`src/rtl/dmem_arbiter.sv`:
```
// Two-requester arbiter for the single-port, synchronous-read data memory.
// CPU has priority; a bounded streak counter guarantees DMA forward progress.
module dmem_arbiter #(
  parameter int ADDR_WIDTH     = 14,
  parameter int DATA_WIDTH     = 32,
  parameter int MAX_CPU_STREAK = 4
) (
  input  logic                  clk,
  input  logic                  rst,
  // CPU requester
  input  logic                  cpu_req_valid,
  output logic                  cpu_req_ready,
  input  logic [ADDR_WIDTH-1:0] cpu_req_addr,
  input  logic [DATA_WIDTH-1:0] cpu_req_wdata,
  input  logic [3:0]            cpu_req_we,
  output logic                  cpu_resp_valid,
  output logic [DATA_WIDTH-1:0] cpu_resp_rdata,
  // DMA / bootloader requester
  input  logic                  dma_req_valid,
  output logic                  dma_req_ready,
  input  logic [ADDR_WIDTH-1:0] dma_req_addr,
  input  logic [DATA_WIDTH-1:0] dma_req_wdata,
  input  logic [3:0]            dma_req_we,
  output logic                  dma_resp_valid,
  output logic [DATA_WIDTH-1:0] dma_resp_rdata,
  // DMEM port
  output logic                  mem_en,
  output logic [ADDR_WIDTH-1:0] mem_addr,
  output logic [DATA_WIDTH-1:0] mem_din,
  output logic [3:0]            mem_we,
  input  logic [DATA_WIDTH-1:0] mem_dout
);

  typedef enum logic {
    OWNER_CPU = 1'b0,
    OWNER_DMA = 1'b1
  } owner_e;

  localparam logic [3:0] STREAK_MAX = 4'(MAX_CPU_STREAK);

  logic [3:0] streak;
  logic       resp_pend;
  owner_e     resp_owner;

  logic dma_turn;
  logic grant_cpu;
  logic grant_dma;
  logic read_fire;

  // DMA wins a tie only once the CPU has used up its streak allowance.
  assign dma_turn  = (streak == STREAK_MAX);
  assign grant_cpu = cpu_req_valid && !(dma_req_valid && dma_turn);
  assign grant_dma = dma_req_valid && !grant_cpu;

  assign cpu_req_ready = grant_cpu;
  assign dma_req_ready = grant_dma;

  assign read_fire = (grant_cpu && (cpu_req_we == 4'b0000)) ||
                     (grant_dma && (dma_req_we == 4'b0000));

  // NOTE: every output of this block gets a default first so no latch is inferred.
  always_comb begin
    mem_en   = 1'b0;
    mem_addr = '0;
    mem_din  = '0;
    mem_we   = 4'b0000;
    if (grant_cpu) begin
      mem_en   = 1'b1;
      mem_addr = cpu_req_addr;
      mem_din  = cpu_req_wdata;
      mem_we   = cpu_req_we;
    end else if (grant_dma) begin
      mem_en   = 1'b1;
      mem_addr = dma_req_addr;
      mem_din  = dma_req_wdata;
      mem_we   = dma_req_we;
    end
  end

  // NOTE: sequential state uses non-blocking assignments and resets asynchronously.
  always_ff @(posedge clk or negedge rst) begin
    if (!rst) begin
      streak     <= 4'd0;
      resp_pend  <= 1'b0;
      resp_owner <= OWNER_CPU;
    end else begin
      if (!dma_req_valid || grant_dma) begin
        streak <= 4'd0;
      end else if (grant_cpu && (streak != STREAK_MAX)) begin
        streak <= streak + 4'd1;
      end

      resp_pend <= read_fire;
      if (read_fire) begin
        resp_owner <= grant_dma ? OWNER_DMA : OWNER_CPU;
      end
    end
  end

  // Read data is steered to whichever requester issued the read last cycle.
  assign cpu_resp_valid = resp_pend && (resp_owner == OWNER_CPU);
  assign dma_resp_valid = resp_pend && (resp_owner == OWNER_DMA);
  assign cpu_resp_rdata = cpu_resp_valid ? mem_dout : '0;
  assign dma_resp_rdata = dma_resp_valid ? mem_dout : '0;

endmodule

```
`config.mk`:
```
export PLATFORM = sky130hd
export DESIGN_NAME = dmem_arbiter
export DESIGN_NICKNAME = d
export VERILOG_FILES = /design/src/rtl/dmem_arbiter.sv
export SDC_FILE = /design/constraint.sdc
export NUM_CORES = 1
export LEC_CHECK = 0
export ABC_AREA = 1
export CAP_MARGIN = 20
export CORE_AREA = 3 3 97 99
export DETAILED_ROUTE_END_ITERATION = 16
export DIE_AREA = 0 0 100 102
export PLACE_DENSITY = 0.71
export REMOVE_ABC_BUFFERS = 1
export SLEW_MARGIN = 30
export SYNTH_ARGS = -nofsm -noshare
export SYNTH_HDL_FRONTEND = slang
export SYNTH_SLANG_ARGS = --single-unit
```
`constraint.sdc`:
```
create_clock -name clk -period 2 [get_ports clk]
set_input_delay 0.5 -clock clk [delete_from_list [all_inputs] [get_ports clk]]
set_output_delay 0.5 -clock clk [all_outputs]
set_load 0.1 [all_outputs]
```
## Word-level counts from Yosys, hierarchy flattened

Index checks and enable logic that the tools add are counted.

- Add/sub/neg operators: 1
- Multipliers: 0
- Div/mod/pow operators: 0
- Magnitude comparators: 0
- Equality and inequality tests: 2
- Shift-type cells: 0
- Mux-type cells: 12
- Bitwise gates (word level): 1
- Reductions and logical operators: 16

Operator list:

| operator | count |
|---|---|
| $mux 32 | 4 |
| $mux 14 | 2 |
| $mux 4 | 4 |
| $logic_and 1x1->1 | 8 |
| $logic_not 4->1 | 2 |
| $add 4x1->4 const B | 1 |
| $eq 4x3->1 const B | 1 |
| $ne 4x3->1 const B | 1 |
| $logic_not 1->1 | 3 |
| $logic_or 1x1->1 | 2 |
| $mux 1 | 2 |
| $reduce_bool 2->1 | 1 |
| $not 1->1 | 1 |

- Register bits: 6
- Bits in latches: 0
- Bits in writable memories: 0
- Memory bits (read-only): 0
- Output and inout bits: 119
- Word-level logic and storage cells: 35
- Memories kept: 0

## Longest topological paths before layout

- Depth in word-level cells: 8
- Gate-level depth with buffers: 10
- Depth with buffers taken out: 9

## Least setup slack after synthesis

Ideal clock, no wire load.

- Kind: reg2out
- Start point: register resp_owner
- End point: output cpu_resp_rdata[10]
- Arrival: 3487 ps
- Required time: 1500 ps
- Path slack: -1987 ps
- Cell stages (with the launch flop): 5
- Cell sequence: dfrtp_1 > nor2_1 > inv_1 > clkbuf_1 > nor2_1

- Longest elaborated chain between the ends: 3

Ends and longest elaborated chain:

| element | RTL line | RTL |
|---|---|---|
| start: declaration | 43 | `owner_e resp_owner;` |
| start signal: assignment | 95 | `resp_owner <= grant_dma ? OWNER_DMA : OWNER_CPU;` |
| $not 1->1 | 101 | `assign cpu_resp_valid = resp_pend && (resp_owner == OWNER_CPU);` |
| $logic_and 1x1->1 | 101 |  |
| via cpu_resp_valid | 16 | `output logic cpu_resp_valid,` |
| $mux 32 | 103 | `assign cpu_resp_rdata = cpu_resp_valid ? mem_dout : '0;` |
| end: declaration | 17 | `output logic [DATA_WIDTH-1:0] cpu_resp_rdata,` |

The timed path passes the listed nets, and every way through them passes these cells.

## Final worst setup path

- Start point: register streak[0]
- End point: output mem_din[28]

- Longest elaborated chain between the ends: 8

Ends and longest elaborated chain:

| element | RTL line | RTL |
|---|---|---|
| start: declaration | 41 | `logic [3:0] streak;` |
| start signal: assignment | 90 | `streak <= streak + 4'd1;` |
| $eq 4x3->1 (*) | 51 | `assign dma_turn = (streak == STREAK_MAX);` |
| $logic_and 1x1->1 (*) | 52 | `assign grant_cpu = cpu_req_valid && !(dma_req_valid && dma_turn);` |
| $logic_not 1->1 (*) | 52 |  |
| $logic_and 1x1->1 (*) | 52 |  |
| $logic_not 1->1 | 53 | `assign grant_dma = dma_req_valid && !grant_cpu;` |
| $logic_and 1x1->1 | 53 |  |
| $mux 32 | 72 | `end else if (grant_dma) begin` |
| $mux 32 (*) | 67 | `if (grant_cpu) begin` |
| end: declaration | 29 | `output logic [DATA_WIDTH-1:0] mem_din,` |

Mark *: on every way between the ends. The rest lies on a longest branch, timed or not.

==> out/qor.txt <==
layout cells sized above 1: 47.6%
CTS sink count: 6
Initial Util: 17.2%
Initial DRT Pass Iterations: 4
clk_lat worst skew: 0.22 ns
Placer Congestion: 0.846
Peak Freq: 0.450 GHz
vias in the first global route: 3,044
Syn. warnings: 0
VDD IR-drop max: 244 uV
first-pass GRT wire length: 15,300 um
drt drc: 0
FFs w/ async S/R, synth: 100%
root buffer cell: clkbuf_8
final setup fails: 53
Tmin final: 2.22 ns
initial antenna violation count: 0
Setup crit start: streak[0]
Post-Syn Instances: 317
Critical Path Slowest Stage Cell: dfrtp_1
most frequent CP cell: nand2_1
failing checks: negative setup slack
worst-path fanout max: 10
Pwr Total: 2140 uW
Ports: 255
iteration-0 DRC count of the detailed router: 66
post-synthesis sequential area ratio: 10.1%
Pwr per Cell Area: 355 mW/mm2
#FFs+latches synth: 6
delay-heaviest family, CP: buffers and inverters
Routed WL: 11,100 um
post-synth cell types: 16
ant diodes: 0
Setup crit end kind: primary output
hold_ws: 0.518 ns
critical path launch point type: register
crit-path cells: inv_1 -> ha_1 -> nand2_1 -> inv_2 -> nand2_4 -> nand2_8 -> clkinv_8 -> buf_16 -> nand2_1 -> nand2_2 -> buf_12
leak pwr: 0.00276 uW
synth top area cells: nand2_1 28%, nor2_1 18%, nand3_1 18%
unrepaired setup endpoints after global routing: yes
die area: 0.0102 mm2
internal reg-to-reg setup slack: 0.56 ns
CP Capture Point: mem_din[28]
most frequent cell after synthesis: nand2_1
Worst path max stage delay: 0.36 ns
total CTS buffers: 3
Slew Viols, Final: 0
grt total ovfl: 0
Crit path required time: 1.50 ns
remaining antenna violation count: 0
Top FF cell, synth: dfrtp_1
Slew HR: 74.3%
final hold vios: 0
dpl cells: 674
CTS tree: yes
reg2reg path depth: 10
H-tree level count: 1
gr usage total: 18.7%
Hold WC Path Type: input pin to asynchronous set/reset pin
Worst R2R Start: streak[0]
Core Box Area: 0.00864 mm2
status: finished, violations left
crit path DAT: 1.72 ns
PnR worst setup slack: -0.221 ns
CTS clock-pin slew for the worst setup and hold paths: 0.04 ns
synth-to-layout area growth: 305%
Setup CP Type: register to primary output
Commonest cells post-synth: 109 x nand2_1, 73 x nor2_1, 54 x nand3_1, 44 x inv_1, 11 x clkbuf_1
RR Endpoint: resp_owner
post-route cell area: 0.00603 mm2
period utilisation layout: 111%
Port Buffers: 254
Levels on crit path: 11
Post-DP HPWL: 8510 um
Slew @ Worst Pin: 0.386 ns
Post-Synthesis Cell Area: 0.00149 mm2
Max Buffers Root-to-Sink: 2
Layout Nets: 718
pin count of the biggest net entering global routing: 34
die height: 102 um
Via Count: 3,022
post-DR vias/cell: 4.41
Layout Cells excl Fill: 686
num rows: 34
placed inst area: 0.00539 mm2
WL per Instance: 16.1 um
number of flops mapped to enable cells by yosys: 0
Mapped Avg Cell Area: 4.69 um2
clock skew: 0.00395 ns
dominant cell type by area after synthesis: nand2_1
CP bufs+invs: 5
Die Width: 100 um
total negative slack: -9.56 ns
MaxCap Viol Count: 0
share of the synthesized area in the top cell type: 27.5%
number of fill cells: 608
-- through the flow --
| step | utilization (%) | setup slack [ns] |
|---|---|---|
| 2_1_floorplan | - | -2.46 |
| 3_3_place_gp | 62.4 | -0.298 |
| 3_5_place_dp | 62.4 | -0.335 |
| 4_1_cts | 65.9 | -0.258 |
| 5_1_grt | 69.8 | -0.289 |
| 6_report | 69.8 | -0.221 |
-- cells in the final DEF, fill, tap and decap left out, types with 3 or more instances in the layout --
master | synthesis | routed
buf_12 | 0 | 124
buf_4 | 6 | 11
buf_6 | 5 | 4
clkbuf_8 | 0 | 3
clkdlybuf4s50_1 | 0 | 133
dfrtp_1 | 6 | 6
inv_1 | 44 | 43
nand2_1 | 109 | 31
nand2_2 | 1 | 67
nand2_4 | 1 | 12
nand3_1 | 54 | 47
nand3_2 | 0 | 6
nor2_1 | 73 | 38
nor2_2 | 1 | 34
-- per-layer routing --
metal  up-vias  global-route usage (%)  wire, um
li1       1469                       -         -
met1      1358                    17.3      3440
met2       176                    39.5      6340
met3        19                    4.37       995
met4         0                    6.22       289
met5         -                       0         0
-- worst min-delay path by stage --
stage | endpoint | start | depth (start not counted) | slack, ns
6_report | resp_pend | rst | 1 | 0.52
5_1_grt | resp_owner | rst | 1 | 0.52
4_1_cts | resp_pend | rst | 1 | 0.52
3_5_place_dp | resp_owner | resp_owner | 2 | 0.51
3_3_place_gp | resp_owner | resp_owner | 2 | 0.48
2_1_floorplan | resp_owner | rst | 0 | 0.20
-- area by class of cell --
| class | instances | area, um2 | area share (%) |
|---|---|---|---|
| timing repair buffer | 280 | 4090 | 67.9 |
| clock buffer | 3 | 41.3 | 0.685 |
| inverter | 46 | 185 | 3.07 |
| tap | 108 | 135 | 2.24 |
| sequential | 6 | 150 | 2.49 |
| multi-input combinational | 243 | 1420 | 23.6 |
-- timing repair --
item	4_1_cts	5_1_grt
gates cloned	3	3
setup endpoints to repair	54	85
resized for setup	55	96
hold buffers	0	0
buffers inserted	2	2
pin swaps	8	17
-- flip-flops by register name, summed over array words and instances (netlist names) --
| name | count |
|---|---|
| resp_pend | 1 |
| streak | 4 |
| resp_owner | 1 |
-- where the power goes --
part	internal, uW	switching (uW)
clock	129	48.2
combinational	740	1090
sequential	129	5.26
-- kinds of logic (layout without fill, tap and decap cells) --
logic type | Yosys count | in the layout | synth area share [%]
xor+xnor | 2 | 2 | 1.18
fa+ha+maj | 2 | 2 | 1.68
buf+inv | 68 | 329 | 21.4
flops | 6 | 6 | 10.1
simple gates | 239 | 239 | 65.7
(Power assumes the default switching activity.)
